### config.mk
export PLATFORM = sky130hd
export DESIGN_NAME = mem_burst_ctrl
export DESIGN_NICKNAME = d
export VERILOG_FILES = /design/src/rtl/leg_mem_pkg.sv /design/src/rtl/mem_beat_ctr.sv /design/src/rtl/mem_burst_ctrl.sv
export SDC_FILE = /design/constraint.sdc
export NUM_CORES = 1
export LEC_CHECK = 0
export CORE_MARGIN = 4
export CORE_UTILIZATION = 37
export DETAILED_ROUTE_END_ITERATION = 16
export PLACE_DENSITY = 0.81
export SKIP_CTS_REPAIR_TIMING = 1
export SLEW_MARGIN = 20
export SYNTH_ARGS = -nofsm -noshare
export SYNTH_HDL_FRONTEND = slang
export SYNTH_SLANG_ARGS = --single-unit
### constraint.sdc
create_clock -name clk -period 1.59 [get_ports clk]
set_input_delay 0.318 -clock clk [delete_from_list [all_inputs] [get_ports clk]]
set_output_delay 0.318 -clock clk [all_outputs]
set_load 0.005 [all_outputs]
### src/rtl/leg_mem_pkg.sv
// Shared types and constants for the cache-line burst controller.
package leg_mem_pkg;

  typedef enum logic [1:0] {
    IDLE  = 2'd0,
    BURST = 2'd1,
    DONE  = 2'd2
  } state_t;

  localparam int WORD_BYTES = 4;

endpackage

### src/rtl/mem_beat_ctr.sv
// Beat index / completed-beat counter for one burst; idx either wraps within the line or runs linearly.
module mem_beat_ctr #(
  parameter int BLOCK_WORDS = 4,
  parameter bit WRAP        = 1'b0,
  parameter int IW          = $clog2(BLOCK_WORDS)
) (
  input  logic          clk,
  input  logic          reset_n,
  input  logic          load,
  input  logic          en,
  input  logic [IW-1:0] start_idx,
  output logic [IW-1:0] idx,
  output logic          last
);

  logic [IW:0] count;

  always_ff @(posedge clk or negedge reset_n) begin
    if (!reset_n) begin
      idx   <= '0;
      count <= '0;
    end else if (load) begin
      idx   <= start_idx;
      count <= '0;
    end else if (en) begin
      count <= count + (IW+1)'(1);
      // Linear mode never needs to roll over: the burst ends on the top word.
      if (WRAP || (idx != IW'(BLOCK_WORDS - 1)))
        idx <= idx + IW'(1);
    end
  end

  assign last = (count == (IW+1)'(BLOCK_WORDS - 1));

endmodule

### src/rtl/mem_burst_ctrl.sv
// Cache line fill / writeback burst controller: IDLE -> BURST (one beat per mem_valid) -> DONE.
// Define LEG_MEM_WRAP_EN for critical-word-first bursts that wrap within the line.
module mem_burst_ctrl
  import leg_mem_pkg::*;
#(
  parameter int BLOCK_WORDS = 4,
  parameter int AW          = 32
) (
  input  logic                           clk,
  input  logic                           reset_n,
  input  logic                           req_valid,
  output logic                           req_ready,
  input  logic                           req_write,
  input  logic [AW-1:0]                  req_addr,
  input  logic [31:0]                    wdata,
  output logic                           w_ack,
  output logic [31:0]                    rdata,
  output logic                           rvalid,
  output logic [$clog2(BLOCK_WORDS)-1:0] rbeat,
  output logic                           done,
  output logic [AW-1:0]                  mem_a,
  output logic [31:0]                    mem_wd,
  output logic                           mem_re,
  output logic                           mem_we,
  output logic                           mem_hsel,
  input  logic [31:0]                    mem_rd,
  input  logic                           mem_valid
);

  localparam int IW    = $clog2(BLOCK_WORDS);
  localparam int BSH   = $clog2(WORD_BYTES);
  localparam int LINE_W = IW + BSH;

  state_t        state;
  logic          write;
  logic [AW-1:0] base;
  logic [IW-1:0] idx;
  logic [IW-1:0] start_idx;
  logic          last;
  logic          accept;
  logic          beat_done;

  assign req_ready = (state == IDLE);
  assign accept    = req_valid && req_ready;
  assign beat_done = (state == BURST) && mem_valid;

`ifdef LEG_MEM_WRAP_EN
  localparam bit WRAP = 1'b1;
  assign start_idx = req_addr[LINE_W-1:BSH];
`else
  localparam bit WRAP = 1'b0;
  assign start_idx = '0;
`endif

  mem_beat_ctr #(
    .BLOCK_WORDS (BLOCK_WORDS),
    .WRAP        (WRAP),
    .IW          (IW)
  ) u_beat_ctr (
    .clk       (clk),
    .reset_n   (reset_n),
    .load      (accept),
    .en        (beat_done),
    .start_idx (start_idx),
    .idx       (idx),
    .last      (last)
  );

  always_ff @(posedge clk or negedge reset_n) begin
    if (!reset_n) begin
      state  <= IDLE;
      write  <= 1'b0;
      base   <= '0;
      rdata  <= '0;
      rvalid <= 1'b0;
      rbeat  <= '0;
      done   <= 1'b0;
    end else begin
      rvalid <= 1'b0;
      done   <= 1'b0;
      case (state)
        IDLE: begin
          if (accept) begin
            state <= BURST;
            write <= req_write;
            base  <= req_addr & {{(AW-LINE_W){1'b1}}, {LINE_W{1'b0}}};
          end
        end
        BURST: begin
          if (mem_valid) begin
            if (!write) begin
              rdata  <= mem_rd;
              rbeat  <= idx;
              rvalid <= 1'b1;
            end
            // done is registered alongside the last rvalid so the two coincide.
            if (last) begin
              state <= DONE;
              done  <= 1'b1;
            end
          end
        end
        DONE:    state <= IDLE;
        default: state <= IDLE;
      endcase
    end
  end

  // Memory side is decoded straight from registered state, so it holds steady through stalls.
  assign mem_hsel = (state == BURST);
  assign mem_re   = mem_hsel && !write;
  assign mem_we   = mem_hsel && write;
  assign w_ack    = mem_we && mem_valid;
  assign mem_a    = base + (AW'(idx) * AW'(WORD_BYTES));
  assign mem_wd   = wdata;

endmodule
; Word-level counts from Yosys, hierarchy flattened
; Index checks and enable logic that the tools add are counted.
[classes]
reduce_logical = 13
eq_ne = 6
muxes = 15
add_sub_neg = 3
bitwise = 1
[op_table]
columns = operator, n
row1 = adder 32 x 4 -> 32 bit, 1
row2 = 2-to-1 mux 2 bit, 6
row3 = 2-to-1 mux 1 bit, 6
row4 = 2-to-1 mux 3 bit, 2
row5 = "inequality test 2 x 1 -> 1 bit, second input constant", 3
row6 = AND reduction 3 bit, 2
row7 = logical AND 1 bit, 5
row8 = one-hot mux 2 bit (2 select lines), 1
row9 = AND reduction 2 bit, 2
row10 = nonzero test 2 bit, 2
row11 = "adder 3 x 1 -> 3 bit, second input constant", 1
row12 = "equality test 3 x 2 -> 1 bit, second input constant", 1
row13 = "adder 2 x 1 -> 2 bit, second input constant", 1
row14 = "equality test 2 x 1 -> 1 bit, second input constant", 1
row15 = zero test 2 bit, 1
row16 = "inequality test 2 bit, second input constant", 1
row17 = zero test 1 bit, 1
row18 = NOT 1 bit, 1
[totals]
in_bits = 101
word_cells = 47
regBits = 72

; Logic depth before layout (Yosys ltp)
; Gate-level depths: netlist of run 1.
[logic_depth]
word_depth = 4
mapped_depth = 5
mapped_depth_nobuf = 4

; By module
; Synthesis of run 1 repeated with hierarchy kept, for this count alone.
[unflattened]
hier_cells = 210
hier_area_um2 = 3233.1
[by_module_without_submodules]
columns = module, instances, area_each_um2, cells_per_inst, seq_area_each_um2
row1 = mem_burst_ctrl, 1, 2942.8, 184, 1676.6
row2 = mem_beat_ctr, 1, 290.3, 26, 125.1

; Least setup slack after synthesis of run 1
; OpenSTA, ideal clock, no wires.
[synth_timing]
path_type = reg-to-reg
from = register state[0]
to = register base[10]
required_time_ns = 1.465
path_slack_ns = 0.205
t_arrival_ns = 1.260
stages_incl_launch_ff = 6
period_less_slack_ns = 1.385
n_path_buf = 2
path_cell_list = dfrtp_1 nor2_1 and2_1 buf_6 buf_6 mux2_4
[synth_between]
elab_chain_cells = 3
[synth_rtl]
columns = element, line
row1 = start: declaration, mem_burst_ctrl.sv:34  ; state_t state;
row2 = start signal: assignment, mem_burst_ctrl.sv:71  ; state <= IDLE;
row3 = start signal: assignment, mem_burst_ctrl.sv:84  ; state <= BURST;
row4 = start signal: assignment, mem_burst_ctrl.sv:98  ; state <= DONE;
row5 = zero test 2 bit *, mem_burst_ctrl.sv:43  ; assign req_ready = (state == IDLE);
row6 = named net req_ready, mem_burst_ctrl.sv:12  ; output logic req_ready,
row7 = logical AND 1 bit, mem_burst_ctrl.sv:44  ; assign accept = req_valid && req_ready;
row8 = AND reduction 2 bit (no line) *, n/a
row9 = end signal: assignment, mem_burst_ctrl.sv:86  ; base <= req_addr & {{(AW-LINE_W){1'b1}}, {LINE_W{1'b0}}};
row10 = end: declaration, mem_burst_ctrl.sv:36  ; logic [AW-1:0] base;
; Mark *: on every way through the listed nets, which the timed path passes. The rest lies on a longest branch.
; A chain may end at the register's enable or synchronous reset.

; Worst setup path after layout of run 1
[layout_timing]
from = register state[1]
to = output mem_re
[layout_between]
elab_chain_cells = 2
[layout_rtl]
columns = element, line
row1 = equality test 2 x 1 -> 1 bit, mem_burst_ctrl.sv:110  ; assign mem_hsel = (state == BURST);
row2 = logical AND 1 bit, mem_burst_ctrl.sv:111  ; assign mem_re = mem_hsel && !write;
row3 = end: declaration, mem_burst_ctrl.sv:23  ; output logic mem_re,
; Every way passes these cells.

==> metrics, run 1 <==
placed cell count 420; FMAX 623.1 MHz; CTS Sinks 72; Placed Area 4532 sq um; first-pass GRT wire length 10,980 um; Die H 102.3 um; hpwl dp 5500 um; cell area after synthesis 3292 sq um; initial core utilization 37.93%; Final Non-Filler Cells 454; Arr. time, crit path 1.29 ns; drt initial violations 51; antenna cells 0; Remaining DRCs 0; CP max stage delay 0.42 ns; GPL Wtd Cong 0.6881; Sw Ratio 26.95%; Die X 102.3 um; total global-route track usage 13.77%; critical path type flop to primary output; IO Pins 206; Clk pwr share 15.4%; Multi-input gate area 1152 sq um; core box area 8678 sq um; Critical Path RT 1.27 ns; metal2 WL 4340 um; max_cap viols 0; yosys warns 0; most frequent cells in the layout clkdlybuf4s50_1, dfrtp_1, mux2_4, buf_4, clkbuf_8; clock latency on the worst-skew pair 0.34 ns; Psw 0.002578 W; Seq/Total Area, Yosys 54.73%; Mapped Cells 209; largest fanout on the critical path 4; Seq pwr share 34.2%; Die Area 10,470 sq um; post-synth top area cell dfrtp_1; CTS max path bufs 2; number of fill cells 699; initial antenna violation count 0; largest net degree at the start of global routing 73; VDD IR max 0.0005603 V; Critical Path Start state[1]; post-synth cell types 25; final hold viol count 0; Cell Int Power 0.006986 W; CTS tree done; Setup WS post-layout -0.01476 ns; Root Buffer clkbuf_8; Worst Hold Launch rdata[20]; vias per cell 4.540; clk_skew 0.01157 ns; layout cells sized above 1 31.79%; vias in the first global route 2,163; Worst Setup End Kind primary output; #FFs+latches synth 72; met3 WL post-DR 559 um; setup tns final -0.01880 ns; Nets 445; RSZ-0062 raised after global routing true; ANT nets after route 0; crit start category flop; fin crit period 1.605 ns; area growth from synthesis to layout 53.67%; Critical Path Slowest Stage Cell dfrtp_1; vias post-DR 2,061; Final Setup Violations 3; Power Total 0.009563 W; status finished, violations left; Hold Path Class flop to flop; htree depth 3; failing checks negative setup slack; cell mode on critical path nor2b_4; P_leak 2.354 nW; Syn Area/Cell 15.75 sq um; proportion of netlist area held by the largest area contributor 54.73%; Slew Viols, Final 0; gr ovfl total 0; crit share post-route 100.9%; Inserted Clock Buffers 9; WL/cell 18.02 um; combinational fraction of design power 50.4%; design area 5059 sq um; Site Rows 34; sequential cell area 1802 sq um; Top Metal Used met4; commonest non-fill, non-tap cell in the layout clkdlybuf4s50_1; synth top area cells dfrtp_1, mux2_4, buf_4, mux2_1, buf_12; drt total wl 8179 um; Clock transition at path regs 0.07 ns; reg2reg start state[1]; buffers added on ports 135; Cell Pwr Density 1891 nW/um^2; Pre-antenna DRT Iters 4; worst-path cell chain nor2b_4, buf_6, nor2b_4, buf_2; wl on met1 3201 um
worst max-delay path, delay by kind of cell, from the launching register on:
kind | cells | cell delay [ns]
DFF | 1 | 0.42
and+or+nand+nor | 2 | 0.30
buffers and inverters | 2 | 0.23
cell usage after synthesis:
cell / number
mux2_4: 53
nand3b_1: 1
a21oi_1: 3
nor2_1: 3
and3b_1: 1
ha_1: 3
and3_1: 3
and2_1: 2
xnor2_1: 1
buf_12: 3
buf_6: 5
dfrtp_1: 72
buf_4: 35
conb_1: 1
nor2b_1: 2
a21o_1: 1
xor2_1: 1
nand2_1: 3
nand3_1: 1
a311oi_1: 1
o21ai_0: 1
inv_1: 1
and4bb_2: 1
mux2_1: 10
clkbuf_1: 1
final timing paths:
| kind | to | cells past startpoint | slack (ns) |
|---|---|---|---|
| hold / removal | rdata[20] | 1 | 0.50 |
| setup reg to reg | write | 6 | 0 |
| max in group asynchronous | base[17] | 3 | 0.75 |
| min in group asynchronous | rdata[23] | 3 | 0.54 |
| setup / recovery | mem_re | 4 | -0.01 |
| hold reg to reg | rdata[20] | 1 | 0.50 |
layer usage:
layer | up-vias | GRT usage [%]
met5 | - | 0
met4 | 0 | 5.954
met3 | 9 | 4.846
met2 | 75 | 22.84
met1 | 1034 | 16.14
li1 | 943 | -
through the flow:
stage / hold slack (ns) / util (%) / setup WS [ns]
CTS: -0.01260 / 54.51 / -0.4563
global placement: 0.3569 / 52.22 / -0.2179
finish: 0.4968 / 58.29 / -0.01476
floorplan: 0.02241 / - / 0.2051
global route: 0.5197 / 58.29 / -0.08143
detailed placement: 0.3637 / 52.22 / -0.2344
state kept, by name (all words and copies together), names as in the netlist:
signal and flops:
rbeat 2, u_beat_ctr.count 3, base 28, done 1, write 1, rdata 32
state 2, rvalid 1, u_beat_ctr.idx 2
cell families after synthesis:
family	after synthesis	share of synthesized area (%)
compound gates	6	1.102
xor+xnor	2	0.5322
fa+ha+maj	3	1.140
buf+inv	45	11.74
flops	72	54.73
mux	63	27.59
other cells	1	0.1139
simple gates	17	3.040
power by group through the flow:
stage | logic [W] | clock network, W | registers, W
after floorplan | 0.00201 | 0 | 0.00330
after global placement | 0.00425 | 0 | 0.00325
after detailed placement | 0.00436 | 0 | 0.00329
after CTS | 0.00439 | 0.00151 | 0.00327
after global routing | 0.00512 | 0.00159 | 0.00338
final | 0.00482 | 0.00147 | 0.00327
area by class of cell:
cell class | count | share of cell area, %
clock buffer | 13 | 3.141
sequential | 72 | 35.62
clock inverter | 3 | 0.7915
inverter | 1 | 0.07420
timing repair buffer | 164 | 34.92
tap | 108 | 2.671
multi-input combinational | 93 | 22.78
Power figures use the tool's default switching activity.
==> inputs of run 2 (changes only) <==
- CORE_ASPECT_RATIO: unset -> 1.4
- CORE_UTILIZATION: 37 -> 35
- PLACE_DENSITY: 0.81 -> 0.77
==> run 2 against run 1 <==
Cell count decreased by 1.5%; clock power is 52% higher; critical path depth grew 1; the flow finishes with violations (negative hold slack, negative setup slack); first-iteration DRC count is 2.0% lower; setup slack lost 0.068 ns; hold slack worse by 0.50 ns; fmax is 4.1% lower; clock skew shrank 0.0065 ns; sequential power hardly changed; critical endpoint is now w_ack.
==> metrics, run 2 (synthesis results as in run 1) <==
most frequent cells in the layout clkdlybuf4s50_1, dfrtp_1, mux2_4, buf_4, clkbuf_16 (was clkdlybuf4s50_1, dfrtp_1, mux2_4, buf_4, clkbuf_8); Pre-antenna DRT Iters 4 (unchanged); ANT nets after route 0 (unchanged); Die H 122.8 um (was 102.3 um); critical path type flop to primary output (unchanged); buffers added on ports 135 (unchanged); Root Buffer clkbuf_16 (was clkbuf_8); RSZ-0062 raised after global routing true (unchanged); Hold Path Class input port to async pin (was flop to flop); Cell Pwr Density 2000 nW/um^2 (was 1891 nW/um^2); Nets 440 (was 445); CTS max path bufs 2 (unchanged); failing checks negative hold slack, negative setup slack (was negative setup slack); max_cap viols 0 (unchanged); Slew Viols, Final 0 (unchanged); total global-route track usage 13.60% (was 13.77%); antenna cells 0 (unchanged); crit start category flop (unchanged); core box area 9080 sq um (was 8678 sq um); Inserted Clock Buffers 9 (unchanged); largest fanout on the critical path 5 (was 4); IO Pins 206 (unchanged); clk_skew 0.005053 ns (was 0.01157 ns); Site Rows 41 (was 34); CTS tree done (unchanged); status finished, violations left (unchanged); fin crit period 1.673 ns (was 1.605 ns); Worst Setup End Kind primary output (unchanged); Final Setup Violations 36 (was 3); clock latency on the worst-skew pair 0.33 ns (was 0.34 ns); VDD IR max 0.0007877 V (was 0.0005603 V); post-place setup slack -0.2337 ns (was -0.2344 ns); drt total wl 7594 um (was 8179 um); number of fill cells 778 (was 699); placed cell count 423 (was 420); hpwl dp 5371 um (was 5500 um); Critical Path RT 1.27 ns (about the same); gr ovfl total 0 (unchanged); vias in the first global route 2,317 (was 2,163); GPL Wtd Cong 0.6976 (was 0.6881); final hold viol count 3 (was 0); first-pass GRT wire length 11,620 um (was 10,980 um); Remaining DRCs 0 (unchanged); vias per cell 4.559 (was 4.540); Top Registers rdata x32, base x28, u_beat_ctr.count x3 (unchanged); largest reg by FF count rdata (unchanged); vias post-DR 2,038 (was 2,061); Setup WS post-layout -0.08321 ns (was -0.01476 ns); hold slack final -0.0005193 ns (was 0.4968 ns); Clock transition at path regs 0.06 ns (was 0.07 ns); post-layout util 55.67% (was 58.29%); WL/cell 16.99 um (was 18.02 um); Die X 89.97 um (was 102.3 um); largest net degree at the start of global routing 73 (unchanged); layout cells sized above 1 30.00% (was 31.79%); crit share post-route 105.2% (was 100.9%); P_leak 2.257 nW (was 2.354 nW); Die Area 11,040 sq um (was 10,470 sq um); initial antenna violation count 0 (unchanged); FMAX 597.7 MHz (was 623.1 MHz); Largest register FFs 32 (unchanged); Arr. time, crit path 1.36 ns (was 1.29 ns); area growth from synthesis to layout 53.55% (was 53.67%); commonest non-fill, non-tap cell in the layout clkdlybuf4s50_1 (unchanged); Final Non-Filler Cells 447 (was 454); htree depth 3 (unchanged); drt initial violations 50 (was 51); CTS Sinks 72 (unchanged); initial core utilization 36.25% (was 37.93%)
-- run 2: changes by cell type in the layout (fill, tap and decap cells not counted), sizes merged --
cell / delta
clkbuf: -2
bufinv: +2
dlymetal6s2s: -7
clkinv: -1
clkinvlp: +1
clkdlybuf4s50: +7
buf: -5
dlygate4sd3: -1
-- run 2: final timing paths --
check	start	to	slack [ns]	depth (start not counted)
max reg2reg	state[1]	rdata[20]	-0.07	6
max in group asynchronous	reset_n	base[15]	1.29	2
min reg2reg	rdata[22]	rdata[22]	0.48	1
min in group clk	rdata[22]	rdata[22]	0.48	1
max	state[0]	w_ack	-0.08	5
min	reset_n	rdata[2]	-0.0005	2
-- run 2: area by class of cell --
class | count | area, sq um | area share [%]
clock buffer | 10 | 229.0 | 4.530
clock inverter | 5 | 106.4 | 2.104
inverter | 1 | 3.754 | 0.07426
multi-input combinational | 93 | 1131 | 22.38
sequential | 72 | 1802 | 35.64
tap | 107 | 133.9 | 2.649
timing repair buffer | 159 | 1649 | 32.62
-- run 2: routing by layer --
metal  GRT usage, %  up-vias  routed length (um)
li1               -      928                   -
met1          14.96      989                2892
met2          22.27       94                3928
met3          4.047       27                 483
met4          10.34        0                 290
met5              0        -                   0
-- run 2: per-stage QoR --
stage | hold WS [ns] | area (sq um) | TNS, ns | total power, W
floorplan | 0.02241 | 3296 | 0 | 0.005318
global placement | 0.3584 | 4561 | -6.483 | 0.007531
detailed placement | 0.3630 | 4561 | -7.416 | 0.007676
CTS | 0.002896 | 4896 | -2.063 | 0.01000
global route | 0.02195 | 5055 | -4.639 | 0.01071
finish | -0.0005193 | 5055 | -1.393 | 0.01011
-- run 2: critical path, cell delays in order, from the launching register on --
cell,delay (ns)
dfrtp_1,0.37
nor2b_1,0.13
buf_4,0.14
buf_6,0.12
and3_4,0.16
clkbuf_2,0.10
-- run 2: power by group --
| part | switching (W) | total (W) | leakage [nW] | internal [W] |
|---|---|---|---|---|
| sequential | 0.000529 | 0.00328 | 0.858 | 0.00275 |
| clock | 0.000720 | 0.00224 | 0.159 | 0.00153 |
| combinational | 0.00129 | 0.00459 | 1.24 | 0.00330 |
| total | 0.00254 | 0.0101 | 2.26 | 0.00757 |
==> inputs of run 3 (changes only) <==
- ABC_CLOCK_PERIOD_IN_PS: unset -> 1590
- CORE_UTILIZATION: 35 -> 37
- PLACE_DENSITY: 0.77 -> 0.81
==> run 3 against run 2 <==
The run now ends clean; via count is 1.0% lower; clock skew is 0.00086 ns higher; register-to-register slack better by 0.14 ns; global-route usage is 0.20 points higher; clock power is 5% lower; hold slack better by 0.47 ns.
==> metrics, run 3 (synthesis results as in run 1) <==
status finished clean (was finished, violations left); commonest non-fill, non-tap cell in the layout clkdlybuf4s50_1 (unchanged); initial antenna violation count 0 (unchanged); max_cap viols 0 (unchanged); P_leak 2.189 nW (was 2.257 nW); Final Non-Filler Cells 438 (was 447); most frequent cells in the layout clkdlybuf4s50_1, dfrtp_1, mux2_4, buf_4, mux2_1 (was clkdlybuf4s50_1, dfrtp_1, mux2_4, buf_4, clkbuf_16); FMAX 629.4 MHz (was 597.7 MHz); combinational fraction of design power 44.3% (was 45.4%); largest net degree at the start of global routing 32 (was 73); vias in the first global route 2,247 (was 2,317); Root Buffer clkbuf_16 (unchanged); RSZ-0062 raised after global routing true (unchanged); largest reg by FF count rdata (unchanged); area growth from synthesis to layout 48.35% (was 53.55%); VDD IR max 0.0009151 V (was 0.0007877 V); CTS max path bufs 2 (unchanged); Clk pwr share 21.9% (was 22.2%); IO Pins 206 (unchanged); Cell Pwr Density 1985 nW/um^2 (was 2000 nW/um^2); gr ovfl total 0 (unchanged); ANT nets after route 0 (unchanged); initial core utilization 38.02% (was 36.25%); Die X 87.72 um (was 89.97 um); placed cell count 418 (was 423); Die H 119.6 um (was 122.8 um); clock latency on the worst-skew pair 0.32 ns (was 0.33 ns); drt initial violations 65 (was 50); antenna cells 0 (unchanged); Die Area 10,490 sq um (was 11,040 sq um); Hold Path Class input port to async pin (unchanged); buffers added on ports 135 (unchanged); sequential cell area 1802 sq um (unchanged); layout cells sized above 1 27.03% (was 30.00%); crit start category flop (unchanged); fin crit period 1.589 ns (was 1.673 ns); WL/cell 16.31 um (was 16.99 um); hpwl dp 5279 um (was 5371 um); Clock transition at path regs 0.06 ns (about the same); Site Rows 40 (was 41); Sw Ratio 25.33% (was 25.12%); largest fanout on the critical path 5 (unchanged); Setup WS post-layout 0.001298 ns (was -0.08321 ns); htree depth 3 (unchanged); CTS Sinks 72 (unchanged); Multi-input gate area 1120 sq um (was 1131 sq um); Seq pwr share 33.8% (was 32.4%); Largest register FFs 32 (unchanged); Psw 0.002455 W (was 0.002539 W); vias post-DR 2,017 (was 2,038); post-place setup slack -0.2025 ns (was -0.2337 ns); Power Total 0.009692 W (was 0.01011 W); Nets 432 (was 440); first-pass GRT wire length 11,230 um (was 11,620 um); Slew Viols, Final 0 (unchanged); Worst Setup End Kind primary output (unchanged); number of fill cells 689 (was 778); core box area 8658 sq um (was 9080 sq um); Arr. time, crit path 1.27 ns (was 1.36 ns); Inserted Clock Buffers 9 (unchanged); final hold viol count 0 (was 3); drt total wl 7144 um (was 7594 um); crit share post-route 99.92% (was 105.2%); Remaining DRCs 0 (unchanged); Pre-antenna DRT Iters 4 (unchanged); GPL Wtd Cong 0.6790 (was 0.6976); critical path type flop to primary output (unchanged); Critical Path RT 1.27 ns (about the same); CTS tree done (unchanged); Final Setup Violations 0 (was 36); Cell Int Power 0.007237 W (was 0.007572 W); clk_skew 0.005916 ns (was 0.005053 ns); total global-route track usage 13.80% (was 13.60%); vias per cell 4.605 (was 4.559); Top Registers rdata x32, base x28, u_beat_ctr.count x3 (unchanged)
==> run 3: worst paths after layout <==
path / endpoint / from / depth (start not counted) / slack (ns)
max: w_ack / state[1] / 4 / 0.001
min: rdata[24] / reset_n / 2 / 0.47
max reg2reg: rdata[20] / state[1] / 4 / 0.07
min reg2reg: rdata[21] / rdata[21] / 1 / 0.49
max in group asynchronous: base[13] / reset_n / 3 / 0.58
min in group clk: rdata[21] / rdata[21] / 1 / 0.49
==> run 3: worst max-delay path, cell delays in order (launching register included) <==
cell and delay (ns):
dfrtp_1 0.40, nor2b_4 0.17, buf_4 0.13, and3_1 0.14, clkbuf_2 0.11
==> run 3: power by group through the flow <==
stage	Sequential, W	Clock, W	Combinational, W
floorplan	0.00330	0	0.00201
global placement	0.00325	0	0.00422
detailed placement	0.00330	0	0.00432
CTS	0.00330	0.00219	0.00434
global route	0.00339	0.00229	0.00458
finish	0.00328	0.00212	0.00429
==> run 3: cell type report <==
type / instances / share of cell area (%)
Clock buffer: 13 / 5.124
Multi-Input combinational cell: 93 / 22.93
Timing Repair Buffer: 151 / 30.95
Tap cell: 105 / 2.690
Inverter: 1 / 0.07686
Clock inverter: 3 / 1.332
Sequential cell: 72 / 36.89
==> run 3: metrics by stage <==
step / setup TNS, ns / utilization, % / hold slack [ns] / instance area (sq um)
after global routing: -0.1419 / 56.40 / 0.4998 / 4883
after CTS: -1.618 / 56.03 / -0.07247 / 4851
after detailed placement: -5.676 / 52.38 / 0.2773 / 4536
after global placement: -4.444 / 52.38 / 0.2733 / 4536
after floorplan: 0 / - / 0.02241 / 3296
final: 0 / 56.40 / 0.4713 / 4883
==> run 3: metal layers <==
layer  part of all wire (%)  routed length (um)  up-vias  GRT usage (%)
met5                      0                   0        -              0
li1                       -                   -      909              -
met2                     52                3680       91          22.83
met4                    2.0                 142        0          5.662
met3                    8.1                 576       24          4.533
met1                     38                2744      993          16.17
